## src/rtl/decode_pkg.sv

```systemverilog
// Shared decode definitions: control bundle, opcode/funct constants and
// the per-class control encodings used by every decode slot.
package decode_pkg;

  typedef struct packed {
    logic       wreg;
    logic       regdst;
    logic       use_imm;
    logic       branch;
    logic       wmem;
    logic       rmem;
    logic       jump;
    logic       jal;
    logic       jr;
    logic       bal;
    logic       jalr;
    logic [4:0] alucontrol;
    logic       memen;
    logic [1:0] whilo;
    logic       wcp0;
    logic       invalid;
  } decode_bus_t;

  // Primary opcodes
  localparam logic [5:0] OP_SPECIAL = 6'h00;
  localparam logic [5:0] OP_REGIMM  = 6'h01;
  localparam logic [5:0] OP_J       = 6'h02;
  localparam logic [5:0] OP_JAL     = 6'h03;
  localparam logic [5:0] OP_BEQ     = 6'h04;
  localparam logic [5:0] OP_BNE     = 6'h05;
  localparam logic [5:0] OP_BLEZ    = 6'h06;
  localparam logic [5:0] OP_BGTZ    = 6'h07;
  localparam logic [5:0] OP_ADDI    = 6'h08;
  localparam logic [5:0] OP_ADDIU   = 6'h09;
  localparam logic [5:0] OP_SLTI    = 6'h0a;
  localparam logic [5:0] OP_SLTIU   = 6'h0b;
  localparam logic [5:0] OP_ANDI    = 6'h0c;
  localparam logic [5:0] OP_ORI     = 6'h0d;
  localparam logic [5:0] OP_XORI    = 6'h0e;
  localparam logic [5:0] OP_LUI     = 6'h0f;
  localparam logic [5:0] OP_COP0    = 6'h10;
  localparam logic [5:0] OP_LB      = 6'h20;
  localparam logic [5:0] OP_LH      = 6'h21;
  localparam logic [5:0] OP_LW      = 6'h23;
  localparam logic [5:0] OP_LBU     = 6'h24;
  localparam logic [5:0] OP_LHU     = 6'h25;
  localparam logic [5:0] OP_SB      = 6'h28;
  localparam logic [5:0] OP_SH      = 6'h29;
  localparam logic [5:0] OP_SW      = 6'h2b;

  // SPECIAL funct codes
  localparam logic [5:0] FN_SLL     = 6'h00;
  localparam logic [5:0] FN_SRL     = 6'h02;
  localparam logic [5:0] FN_SRA     = 6'h03;
  localparam logic [5:0] FN_SLLV    = 6'h04;
  localparam logic [5:0] FN_SRLV    = 6'h06;
  localparam logic [5:0] FN_SRAV    = 6'h07;
  localparam logic [5:0] FN_JR      = 6'h08;
  localparam logic [5:0] FN_JALR    = 6'h09;
  localparam logic [5:0] FN_SYSCALL = 6'h0c;
  localparam logic [5:0] FN_BREAK   = 6'h0d;
  localparam logic [5:0] FN_MFHI    = 6'h10;
  localparam logic [5:0] FN_MTHI    = 6'h11;
  localparam logic [5:0] FN_MFLO    = 6'h12;
  localparam logic [5:0] FN_MTLO    = 6'h13;
  localparam logic [5:0] FN_MULT    = 6'h18;
  localparam logic [5:0] FN_MULTU   = 6'h19;
  localparam logic [5:0] FN_DIV     = 6'h1a;
  localparam logic [5:0] FN_DIVU    = 6'h1b;
  localparam logic [5:0] FN_ADD     = 6'h20;
  localparam logic [5:0] FN_ADDU    = 6'h21;
  localparam logic [5:0] FN_SUB     = 6'h22;
  localparam logic [5:0] FN_SUBU    = 6'h23;
  localparam logic [5:0] FN_AND     = 6'h24;
  localparam logic [5:0] FN_OR      = 6'h25;
  localparam logic [5:0] FN_XOR     = 6'h26;
  localparam logic [5:0] FN_NOR     = 6'h27;
  localparam logic [5:0] FN_SLT     = 6'h2a;
  localparam logic [5:0] FN_SLTU    = 6'h2b;

  // REGIMM rt codes, COP0 rs codes, COP0 CO funct
  localparam logic [4:0] RT_BLTZ    = 5'h00;
  localparam logic [4:0] RT_BGEZ    = 5'h01;
  localparam logic [4:0] RT_BLTZAL  = 5'h10;
  localparam logic [4:0] RT_BGEZAL  = 5'h11;
  localparam logic [4:0] RS_MF      = 5'h00;
  localparam logic [4:0] RS_MT      = 5'h04;
  localparam logic [5:0] CO_ERET    = 6'h18;

  // ALU operation codes
  localparam logic [4:0] ALU_ADD    = 5'd1;
  localparam logic [4:0] ALU_ADDU   = 5'd2;
  localparam logic [4:0] ALU_SUB    = 5'd3;
  localparam logic [4:0] ALU_SUBU   = 5'd4;
  localparam logic [4:0] ALU_AND    = 5'd5;
  localparam logic [4:0] ALU_OR     = 5'd6;
  localparam logic [4:0] ALU_XOR    = 5'd7;
  localparam logic [4:0] ALU_NOR    = 5'd8;
  localparam logic [4:0] ALU_SLT    = 5'd9;
  localparam logic [4:0] ALU_SLTU   = 5'd10;
  localparam logic [4:0] ALU_SLL    = 5'd11;
  localparam logic [4:0] ALU_SRL    = 5'd12;
  localparam logic [4:0] ALU_SRA    = 5'd13;
  localparam logic [4:0] ALU_LUI    = 5'd14;
  localparam logic [4:0] ALU_MULT   = 5'd15;
  localparam logic [4:0] ALU_MULTU  = 5'd16;
  localparam logic [4:0] ALU_DIV    = 5'd17;
  localparam logic [4:0] ALU_DIVU   = 5'd18;
  localparam logic [4:0] ALU_MFHI   = 5'd19;
  localparam logic [4:0] ALU_MFLO   = 5'd20;
  localparam logic [4:0] ALU_MTHI   = 5'd21;
  localparam logic [4:0] ALU_MTLO   = 5'd22;
  localparam logic [4:0] ALU_SLLV   = 5'd23;
  localparam logic [4:0] ALU_SRLV   = 5'd24;
  localparam logic [4:0] ALU_SRAV   = 5'd25;

  // Per-class control encodings; alucontrol filled in per instruction where it varies
  localparam decode_bus_t INVALID_DECODE = '{invalid: 1'b1, default: '0};
  localparam decode_bus_t TRAP_DECODE    = '{default: '0};
  localparam decode_bus_t RTYPE_DECODE   = '{wreg: 1'b1, regdst: 1'b1, default: '0};
  localparam decode_bus_t ITYPE_DECODE   = '{wreg: 1'b1, use_imm: 1'b1, default: '0};
  localparam decode_bus_t LOAD_DECODE    = '{wreg: 1'b1, use_imm: 1'b1, rmem: 1'b1, memen: 1'b1,
                                             alucontrol: ALU_ADDU, default: '0};
  localparam decode_bus_t STORE_DECODE   = '{use_imm: 1'b1, wmem: 1'b1, memen: 1'b1,
                                             alucontrol: ALU_ADDU, default: '0};
  localparam decode_bus_t BRANCH_DECODE  = '{branch: 1'b1, default: '0};
  localparam decode_bus_t BAL_DECODE     = '{branch: 1'b1, bal: 1'b1, wreg: 1'b1, default: '0};
  localparam decode_bus_t J_DECODE       = '{jump: 1'b1, default: '0};
  localparam decode_bus_t JAL_DECODE     = '{jump: 1'b1, jal: 1'b1, wreg: 1'b1, default: '0};
  localparam decode_bus_t JR_DECODE      = '{jump: 1'b1, jr: 1'b1, default: '0};
  localparam decode_bus_t JALR_DECODE    = '{jump: 1'b1, jalr: 1'b1, wreg: 1'b1, regdst: 1'b1,
                                             default: '0};
  localparam decode_bus_t MULDIV_DECODE  = '{whilo: 2'b11, default: '0};
  localparam decode_bus_t MFHILO_DECODE  = '{wreg: 1'b1, regdst: 1'b1, default: '0};
  localparam decode_bus_t MTHI_DECODE    = '{whilo: 2'b10, alucontrol: ALU_MTHI, default: '0};
  localparam decode_bus_t MTLO_DECODE    = '{whilo: 2'b01, alucontrol: ALU_MTLO, default: '0};
  localparam decode_bus_t MFC0_DECODE    = '{wreg: 1'b1, default: '0};
  localparam decode_bus_t MTC0_DECODE    = '{wcp0: 1'b1, default: '0};
  // ERET redirects fetch without a delay slot and clears EXL
  localparam decode_bus_t ERET_DECODE    = '{jump: 1'b1, wcp0: 1'b1, default: '0};

  // Class encoding with a specific ALU operation
  function automatic decode_bus_t with_alu(input decode_bus_t base, input logic [4:0] alu);
    decode_bus_t d;
    d = base;
    d.alucontrol = alu;
    return d;
  endfunction

endpackage

```

## src/rtl/instr_decode_slot.sv

```systemverilog
// Combinational single-instruction decoder producing the control bundle.
module instr_decode_slot
  import decode_pkg::*;
(
  input  logic [5:0]  i_op,
  input  logic [4:0]  i_rs,
  input  logic [4:0]  i_rt,
  input  logic [5:0]  i_funct,
  output decode_bus_t o_dec
);

  // Opcode/funct/rt/rs lookup; anything unrecognised falls back to INVALID_DECODE
  always_comb begin
    o_dec = INVALID_DECODE;
    case (i_op)
      OP_SPECIAL: begin
        case (i_funct)
          FN_SLL:              o_dec = with_alu(RTYPE_DECODE, ALU_SLL);
          FN_SRL:              o_dec = with_alu(RTYPE_DECODE, ALU_SRL);
          FN_SRA:              o_dec = with_alu(RTYPE_DECODE, ALU_SRA);
          FN_SLLV:             o_dec = with_alu(RTYPE_DECODE, ALU_SLLV);
          FN_SRLV:             o_dec = with_alu(RTYPE_DECODE, ALU_SRLV);
          FN_SRAV:             o_dec = with_alu(RTYPE_DECODE, ALU_SRAV);
          FN_JR:               o_dec = JR_DECODE;
          FN_JALR:             o_dec = JALR_DECODE;
          FN_SYSCALL, FN_BREAK: o_dec = TRAP_DECODE;
          FN_MFHI:             o_dec = with_alu(MFHILO_DECODE, ALU_MFHI);
          FN_MFLO:             o_dec = with_alu(MFHILO_DECODE, ALU_MFLO);
          FN_MTHI:             o_dec = MTHI_DECODE;
          FN_MTLO:             o_dec = MTLO_DECODE;
          FN_MULT:             o_dec = with_alu(MULDIV_DECODE, ALU_MULT);
          FN_MULTU:            o_dec = with_alu(MULDIV_DECODE, ALU_MULTU);
          FN_DIV:              o_dec = with_alu(MULDIV_DECODE, ALU_DIV);
          FN_DIVU:             o_dec = with_alu(MULDIV_DECODE, ALU_DIVU);
          FN_ADD:              o_dec = with_alu(RTYPE_DECODE, ALU_ADD);
          FN_ADDU:             o_dec = with_alu(RTYPE_DECODE, ALU_ADDU);
          FN_SUB:              o_dec = with_alu(RTYPE_DECODE, ALU_SUB);
          FN_SUBU:             o_dec = with_alu(RTYPE_DECODE, ALU_SUBU);
          FN_AND:              o_dec = with_alu(RTYPE_DECODE, ALU_AND);
          FN_OR:               o_dec = with_alu(RTYPE_DECODE, ALU_OR);
          FN_XOR:              o_dec = with_alu(RTYPE_DECODE, ALU_XOR);
          FN_NOR:              o_dec = with_alu(RTYPE_DECODE, ALU_NOR);
          FN_SLT:              o_dec = with_alu(RTYPE_DECODE, ALU_SLT);
          FN_SLTU:             o_dec = with_alu(RTYPE_DECODE, ALU_SLTU);
          default:             o_dec = INVALID_DECODE;
        endcase
      end
      OP_REGIMM: begin
        case (i_rt)
          RT_BLTZ, RT_BGEZ:     o_dec = BRANCH_DECODE;
          RT_BLTZAL, RT_BGEZAL: o_dec = BAL_DECODE;
          default:              o_dec = INVALID_DECODE;
        endcase
      end
      OP_J:                             o_dec = J_DECODE;
      OP_JAL:                           o_dec = JAL_DECODE;
      OP_BEQ, OP_BNE, OP_BLEZ, OP_BGTZ: o_dec = BRANCH_DECODE;
      OP_ADDI:                          o_dec = with_alu(ITYPE_DECODE, ALU_ADD);
      OP_ADDIU:                         o_dec = with_alu(ITYPE_DECODE, ALU_ADDU);
      OP_SLTI:                          o_dec = with_alu(ITYPE_DECODE, ALU_SLT);
      OP_SLTIU:                         o_dec = with_alu(ITYPE_DECODE, ALU_SLTU);
      OP_ANDI:                          o_dec = with_alu(ITYPE_DECODE, ALU_AND);
      OP_ORI:                           o_dec = with_alu(ITYPE_DECODE, ALU_OR);
      OP_XORI:                          o_dec = with_alu(ITYPE_DECODE, ALU_XOR);
      OP_LUI:                           o_dec = with_alu(ITYPE_DECODE, ALU_LUI);
      OP_COP0: begin
        if (i_rs[4]) begin
          o_dec = (i_funct == CO_ERET) ? ERET_DECODE : INVALID_DECODE;
        end else begin
          case (i_rs)
            RS_MF:   o_dec = MFC0_DECODE;
            RS_MT:   o_dec = MTC0_DECODE;
            default: o_dec = INVALID_DECODE;
          endcase
        end
      end
      OP_LB, OP_LH, OP_LW, OP_LBU, OP_LHU: o_dec = LOAD_DECODE;
      OP_SB, OP_SH, OP_SW:                o_dec = STORE_DECODE;
      default:                            o_dec = INVALID_DECODE;
    endcase
  end

endmodule

```

## src/rtl/decode_queue.sv

```systemverilog
// Instruction queue between fetch and decode: multi-lane push at tail,
// ISSUE_W decode slots presented combinationally from head.
module decode_queue
  import decode_pkg::*;
#(
  parameter int unsigned FETCH_W = 2,
  parameter int unsigned ISSUE_W = 2,
  parameter int unsigned DEPTH   = 8
) (
  input  logic                           clk,
  input  logic                           resetn,
  input  logic                           flush_i,
  input  logic [FETCH_W-1:0]             push_valid_i,
  input  logic [32*FETCH_W-1:0]          push_instr_i,
  input  logic [32*FETCH_W-1:0]          push_pc_i,
  output logic                           push_ready_o,
  output logic [ISSUE_W-1:0]             slot_valid_o,
  output logic [32*ISSUE_W-1:0]          slot_pc_o,
  output logic [32*ISSUE_W-1:0]          slot_instr_o,
  output decode_bus_t [ISSUE_W-1:0]      slot_dec_o,
  input  logic [$clog2(ISSUE_W+1)-1:0]   issue_cnt_i,
  output logic [$clog2(DEPTH+1)-1:0]     count_o
);

  localparam int unsigned PTR_W  = $clog2(DEPTH);
  localparam int unsigned CNT_W  = $clog2(DEPTH+1);
  localparam int unsigned ICNT_W = $clog2(ISSUE_W+1);

  logic [31:0]      r_instr [DEPTH];
  logic [31:0]      r_pc    [DEPTH];
  logic [PTR_W-1:0] r_head;
  logic [PTR_W-1:0] r_tail;
  logic [CNT_W-1:0] r_count;

  logic              w_push_en;
  logic [CNT_W-1:0]  w_push_n;
  logic [PTR_W-1:0]  w_wr_addr  [FETCH_W];
  logic [31:0]       w_rd_instr [ISSUE_W];
  logic [31:0]       w_rd_pc    [ISSUE_W];
  decode_bus_t       w_dec      [ISSUE_W];
  logic [ICNT_W-1:0] w_nvalid;

  // Readiness depends only on the registered count, never on same-cycle issue
  assign push_ready_o = (r_count <= CNT_W'(DEPTH - FETCH_W));
  assign w_push_en    = push_ready_o & ~flush_i;
  assign count_o      = r_count;

  // Pack valid lanes densely at the tail and count them
  always_comb begin
    w_push_n = '0;
    for (int l = 0; l < FETCH_W; l++) begin
      w_wr_addr[l] = r_tail + PTR_W'(w_push_n);
      if (w_push_en && push_valid_i[l]) w_push_n = w_push_n + CNT_W'(1);
    end
  end

  // Entry storage, no reset needed since count gates every read
  always_ff @(posedge clk) begin
    for (int l = 0; l < FETCH_W; l++) begin
      if (w_push_en && push_valid_i[l]) begin
        r_instr[w_wr_addr[l]] <= push_instr_i[32*l +: 32];
        r_pc[w_wr_addr[l]]    <= push_pc_i[32*l +: 32];
      end
    end
  end

  // Head/tail/count; flush wins over push and issue, wrap is implicit in PTR_W
  always_ff @(posedge clk or negedge resetn) begin
    if (!resetn) begin
      r_head  <= '0;
      r_tail  <= '0;
      r_count <= '0;
    end else if (flush_i) begin
      r_head  <= '0;
      r_tail  <= '0;
      r_count <= '0;
    end else begin
      r_head  <= r_head + PTR_W'(issue_cnt_i);
      r_tail  <= r_tail + PTR_W'(w_push_n);
      r_count <= r_count + w_push_n - CNT_W'(issue_cnt_i);
    end
  end

  // Raw entries at head+k feeding the decoders
  always_comb begin
    for (int k = 0; k < ISSUE_W; k++) begin
      w_rd_instr[k] = r_instr[r_head + PTR_W'(k)];
      w_rd_pc[k]    = r_pc[r_head + PTR_W'(k)];
    end
  end

  for (genvar k = 0; k < ISSUE_W; k++) begin : g_dec
    instr_decode_slot u_dec (
      .i_op    (w_rd_instr[k][31:26]),
      .i_rs    (w_rd_instr[k][25:21]),
      .i_rt    (w_rd_instr[k][20:16]),
      .i_funct (w_rd_instr[k][5:0]),
      .o_dec   (w_dec[k])
    );
  end

  // Slot validity: occupied and not behind a control transfer; invalid slots read zero
  always_comb begin
    logic v_blocked;
    v_blocked    = 1'b0;
    w_nvalid     = '0;
    slot_valid_o = '0;
    slot_pc_o    = '0;
    slot_instr_o = '0;
    slot_dec_o   = '0;
    for (int k = 0; k < ISSUE_W; k++) begin
      if ((CNT_W'(k) < r_count) && !v_blocked) begin
        slot_valid_o[k]          = 1'b1;
        slot_pc_o[32*k +: 32]    = w_rd_pc[k];
        slot_instr_o[32*k +: 32] = w_rd_instr[k];
        slot_dec_o[k]            = w_dec[k];
        w_nvalid                 = w_nvalid + ICNT_W'(1);
      end
      v_blocked = v_blocked | w_dec[k].branch | w_dec[k].jump;
    end
  end

  // Consumer may not take more slots than are presented valid
  a_issue_legal: assert property (@(posedge clk) disable iff (!resetn)
                                  flush_i || (issue_cnt_i <= w_nvalid));

endmodule

```

## config.mk

```make
export PLATFORM = sky130hd
export DESIGN_NAME = decode_queue
export DESIGN_NICKNAME = d
export VERILOG_FILES = /design/src/rtl/decode_pkg.sv /design/src/rtl/instr_decode_slot.sv /design/src/rtl/decode_queue.sv
export SDC_FILE = /design/constraint.sdc
export NUM_CORES = 1
export LEC_CHECK = 0
export BUFFER_PORTS_ARGS = -buffer_cell sky130_fd_sc_hd__buf_2
export CORE_ASPECT_RATIO = 1.25
export CORE_MARGIN = 2
export CORE_UTILIZATION = 30
export DETAILED_ROUTE_END_ITERATION = 12
export PLACE_DENSITY = 0.47
export SYNTH_ARGS = -nofsm -noshare
export SYNTH_HDL_FRONTEND = slang
export SYNTH_SLANG_ARGS = --single-unit
```

## constraint.sdc

```tcl
create_clock -name clk -period 8.05 [get_ports clk]
set_clock_uncertainty 0.1 [all_clocks]
set_input_delay 1.2075 -clock clk [delete_from_list [all_inputs] [get_ports clk]]
set_output_delay 1.2075 -clock clk [all_outputs]
set_load 0.05 [all_outputs]
```

# Word-level counts from Yosys, hierarchy flattened
# Memory sizes are Yosys's and may differ from the RTL's.
# Index checks and enable logic that the tools add are counted.
# classes
n_addsub,7
magnitude_cmp,3
eq_ne,58
mux,27
bitwise_logic,3
reduce_logical,20
# op_table
op,n
21-bit one-hot mux with 16 select lines,2
21-bit one-hot mux with 2 select lines,4
32-bit 2-to-1 mux,4
"6-bit by 4-bit equality test with 1-bit output, second input constant",16
"6-bit equality test, second input constant",16
21-bit 2-to-1 mux,4
"6-bit by 3-bit equality test with 1-bit output, second input constant",8
15-bit 2-to-1 mux,2
"6-bit by 2-bit equality test with 1-bit output, second input constant",4
"6-bit by 5-bit equality test with 1-bit output, second input constant",4
"5-bit equality test, second input constant",4
5-bit zero test,4
"6-bit by 1-bit equality test with 1-bit output, second input constant",2
6-bit zero test,2
"5-bit by 1-bit equality test with 1-bit output, second input constant",2
"5-bit by 3-bit equality test with 1-bit output, second input constant",2
5-bit OR reduction,2
"1-bit by 4-bit less-than comparator with 1-bit output, first input constant",2
4-bit 2-to-1 mux,2
2-bit OR reduction,4
4-bit OR reduction,2
1-bit 2-to-1 mux,7
3-bit adder,2
3-bit 2-to-1 mux,2
other kinds (12),15
# word_totals
regBits,10
ramBits,512
mem_bits_ro,1664
input_bits,135
word_cells,125
n_memories,4
# mem_list
name,words,word_bits,rd,rd_clocked_by_memory_dff,write_ports,line,source
(name not given),64,13,1,0,0,instr_decode_slot.sv:17,case (i_funct)
(name not given),64,13,1,0,0,instr_decode_slot.sv:17,
r_instr,8,32,2,0,2,decode_queue.sv:29,logic [31:0] r_instr [DEPTH];
r_pc,8,32,2,0,2,decode_queue.sv:30,logic [31:0] r_pc [DEPTH];

# Depth between registers and ports, before layout
# logic_depth
word_depth,9
mapped_depth,16
ltp_nobuf,14

# Modules after synthesis
# From an unflattened synthesis, not the netlist that was laid out.
# unflattened
cells_unflattened,2226
area_unflattened_um2,33455.8
# modules_own_cells
mod,instances,cells_per_inst,area_per_inst_um2
decode_queue,1,1960,31694.1
instr_decode_slot,2,133,880.8

# Worst setup path before layout
# OpenSTA, ideal clock, no wires.
# synth_path
path_kind,reg-to-reg
start,"register r_count[3], in the netlist count_o[3]"
end,"memory r_instr[7][0], enable pin"
arrival_time_ns,6.928
required_time_ns,7.376
setup_slack_ns,0.448
path_stages_with_launch,8
n_path_buf,0
period_less_slack_ns,7.602
cell_sequence,dfrtp_1 -> inv_1 -> ha_1 -> a31oi_1 -> nor2b_1 -> and2_1 -> nand2_1 -> o21ai_0
# synth_lines
element,line,source
from (decl),decode_queue.sv:33,logic [CNT_W-1:0] r_count;
from (signal assigned),decode_queue.sv:80,r_count <= r_count + w_push_n - CNT_W'(issue_cnt_i);
to (decl),decode_queue.sv:29,

# Final worst setup path
# layout_path
start,register r_head[0]
end,output port slot_pc_o[60]
# layout_via
elab_chain_len,9
# layout_rtl
element,line,source
from (decl),decode_queue.sv:31,logic [PTR_W-1:0] r_head;
from (signal assigned),decode_queue.sv:78,r_head <= r_head + PTR_W'(issue_cnt_i);
branches (longest 8 deep; another with memory read 8 x 32 bit),n/a,
32-bit 2-to-1 mux *,decode_queue.sv:112,if ((CNT_W'(k) < r_count) && !v_blocked) begin
to (decl),decode_queue.sv:18,"output logic [32*ISSUE_W-1:0] slot_pc_o,"
# Mark *: on every way between the ends.

==> metrics.cfg <==
[run_status]
status = complete, no violations

[floorplan]
initial_core_util_pct = 30.3
num_rows = 134
die_y_um = 371
top_level_ports = 312
die_area_sq_um = 111000
core_sq_um = 107000
die_w_um = 298

[pwr]
p_leak_nw = 12.5
max-vdd-ir-drop_mv = 0.375
powerDensity_nw_per_um2 = 296

[yosys]
synthesis.area_sq_um = 32400
synth_top_area_share_pct = 47.5
synth-seq-cells = 522
synthArstFlopShare_pct = 1.92
synth_flop_cell = edfxtp_1
syn_nets = 2319
yosysWarnings = 0
avgSynthCellArea_sq_um = 15.0
ys_seq_area_share_pct = 48.2
synthTopCellsByArea = edfxtp_1 (47%), mux2_2 (18%), mux4_2 (17%)
ys_types = 73
synth_edf_count = 512
yosysTopAreaCell = edfxtp_1
synth_cells = 2154

[timing]
max_freq_mhz = 147
timing.final.ws_setup_ns = 1.24
tns_ns = 0
period_needed_ns = 6.81
slew_violations = 0
hold_violations = 0
finalCritPeriodShare_pct = 84.6
rsz0062_at_grt = false
tightest_slew_ns = 1.18
slew-limit-headroom_pct = 18.8
setup_viol = 0

[worst_setup_path]
crit_family = compound AO/OA/AOI/OAI gates
r2r-start = count_o[2]
cp_max_fo = 54
startpoint_type = flip-flop
ff2ff_setup_slack_ns = 3.19
cp_cell_sequence = buf_4 > mux4_2 > mux2i_2 > nor4_2 > a211oi_4 > nand3_4 > a21oi_1 > buf_2
crit_buf_inv = 2
crit-reg2reg-capture = r_pc[0][28]
reg2regPathDepth = 10
worstSetupEndpointType = output pin
worst_path_largest_cell_delay_ns = 0.85
worst-path-stages = 8
required_ns = 6.74
crit_slowest_cell = nand3_4
crit_arrival_ns = 5.50
cp-endpoint = slot_pc_o[60]
path_class = reg2out
crit_path_start = r_head[0]

[place]
hpwl_mm = 69.0
gp_congestion = 0.869
place_inst = 3772
io_buffer_count = 311
place_ws_ns = 1.85

[run]
drv_cap = 0

[routing]
ant_nets = 0
drc = 0
drt_iter0_drc = 1367
vias = 21300
wire_per_inst_um = 29.1
drt_first_pass_iters = 5
viasPerCell = 5.47
wirelength_mm = 113

[global_routing]
grt_pass1_wl_mm = 161
antenna_found_initial = 37
grt_pass1_vias = 22500
track_usage_pct = 20.0
grt-ovfl-total = 0
grt_max_degree = 118

[clocking]
cts_num_sinks = 522
cts_buffers = 58
clockBufferDepth = 3
cts_resized = 0
path_clk_slew_ns = 0.07
clk_latency_ns = 0.64
root_buffer = clkbuf_16
cts_tree = yes
cts-hold-fix-buffers = 0
cts_max_level = 2
post_cts_buffers = 0

[finish]
layout-drive-gt1-share_pct = 51.0
final_nets = 2569
area_growth_pct = 14.9
fill_cells = 10500
layout.cells.non_filler = 3887

[min_path]
hp-class = in2async

[flip-flops by register name (all words and copies together), names as in the netlist]
signal   flops
r_head       3
r_instr    256
r_pc       256
count_o      4
r_tail       3
[synthesized netlist by cell type (all sizes together), types with 7 or more instances]
master  instances
a21oi          69
a22oi           7
a31oi           9
and2           12
and3            7
buf            93
clkbuf         71
dfrtp          10
edfxtp        512
ha             26
inv            29
mux2          532
mux2i         114
mux4          245
nand2         128
nand2b          7
nand3          17
nand4           9
nor2          127
nor2b          11
nor3           17
nor3b          10
nor4            7
o21ai          19
[metrics by stage]
step,hold WS (ns),cell area [sq um],power (W),utilization (%)
2_1_floorplan,0.484,32400,0.00705,-
3_3_place_gp,0.537,35400,0.00851,33.1
3_5_place_dp,0.538,35400,0.00854,33.1
4_1_cts,0.310,37200,0.0111,34.8
5_1_grt,0.327,37200,0.0115,34.8
6_report,0.335,37200,0.0110,34.8
[metal layers]
layer,global-route usage (%),routed length (um),vias up
met5,0,173,-
met3,3.39,6160,184
met1,24.2,44900,11200
met2,36.3,58400,710
met4,6.23,3440,26
li1,-,-,9142
[area by class of cell]
class / count / area [sq um] / area share (%)
Timing Repair Buffer: 354 / 1920 / 5.15
Tap cell: 1428 / 1790 / 4.80
Antenna cell: 12 / 30.0 / 0.0807
Inverter: 29 / 109 / 0.293
Sequential cell: 522 / 15600 / 42.0
Clock inverter: 27 / 220 / 0.592
Multi-Input combinational cell: 1439 / 16000 / 42.9
Clock buffer: 76 / 1540 / 4.14
[cell usage in the layout, fill, tap and decap left out, drive strengths merged, types with 31 or more instances in the layout]
cell	netlist	layout
a21oi	69	69
buf	93	354
clkbuf	71	76
edfxtp	512	512
inv	29	31
mux2	532	532
mux2i	114	114
mux4	245	245
nand2	128	128
nor2	127	127
[logic make-up after synthesis]
kind of cell               share of synthesized area, %
AOI/OAI and AO/OA                                  2.69
xor gates and xnor gates                          0.240
adders and majority gates                          1.25
buffers and inverters                              3.01
DFF                                                48.2
muxes                                              39.2
and+or+nand+nor                                    5.33
[power by group]
group,internal (W),switching [W],leakage [nW]
Sequential,0.00324,0.000137,4.76
Combinational,0.00146,0.00358,6.90
Clock,0.00143,0.00115,0.848
Total,0.00613,0.00486,12.5
[worst min-delay path by stage]
stage / end / startpoint / slack (ns)
final: r_tail[0] / resetn / 0.34
after global routing: r_tail[0] / resetn / 0.33
after CTS: r_tail[0] / resetn / 0.31
after detailed placement: r_tail[2] / r_tail[2] / 0.54
after global placement: r_tail[2] / r_tail[2] / 0.54
after floorplan: r_tail[2] / r_tail[2] / 0.48
(Power assumes the default switching activity.)
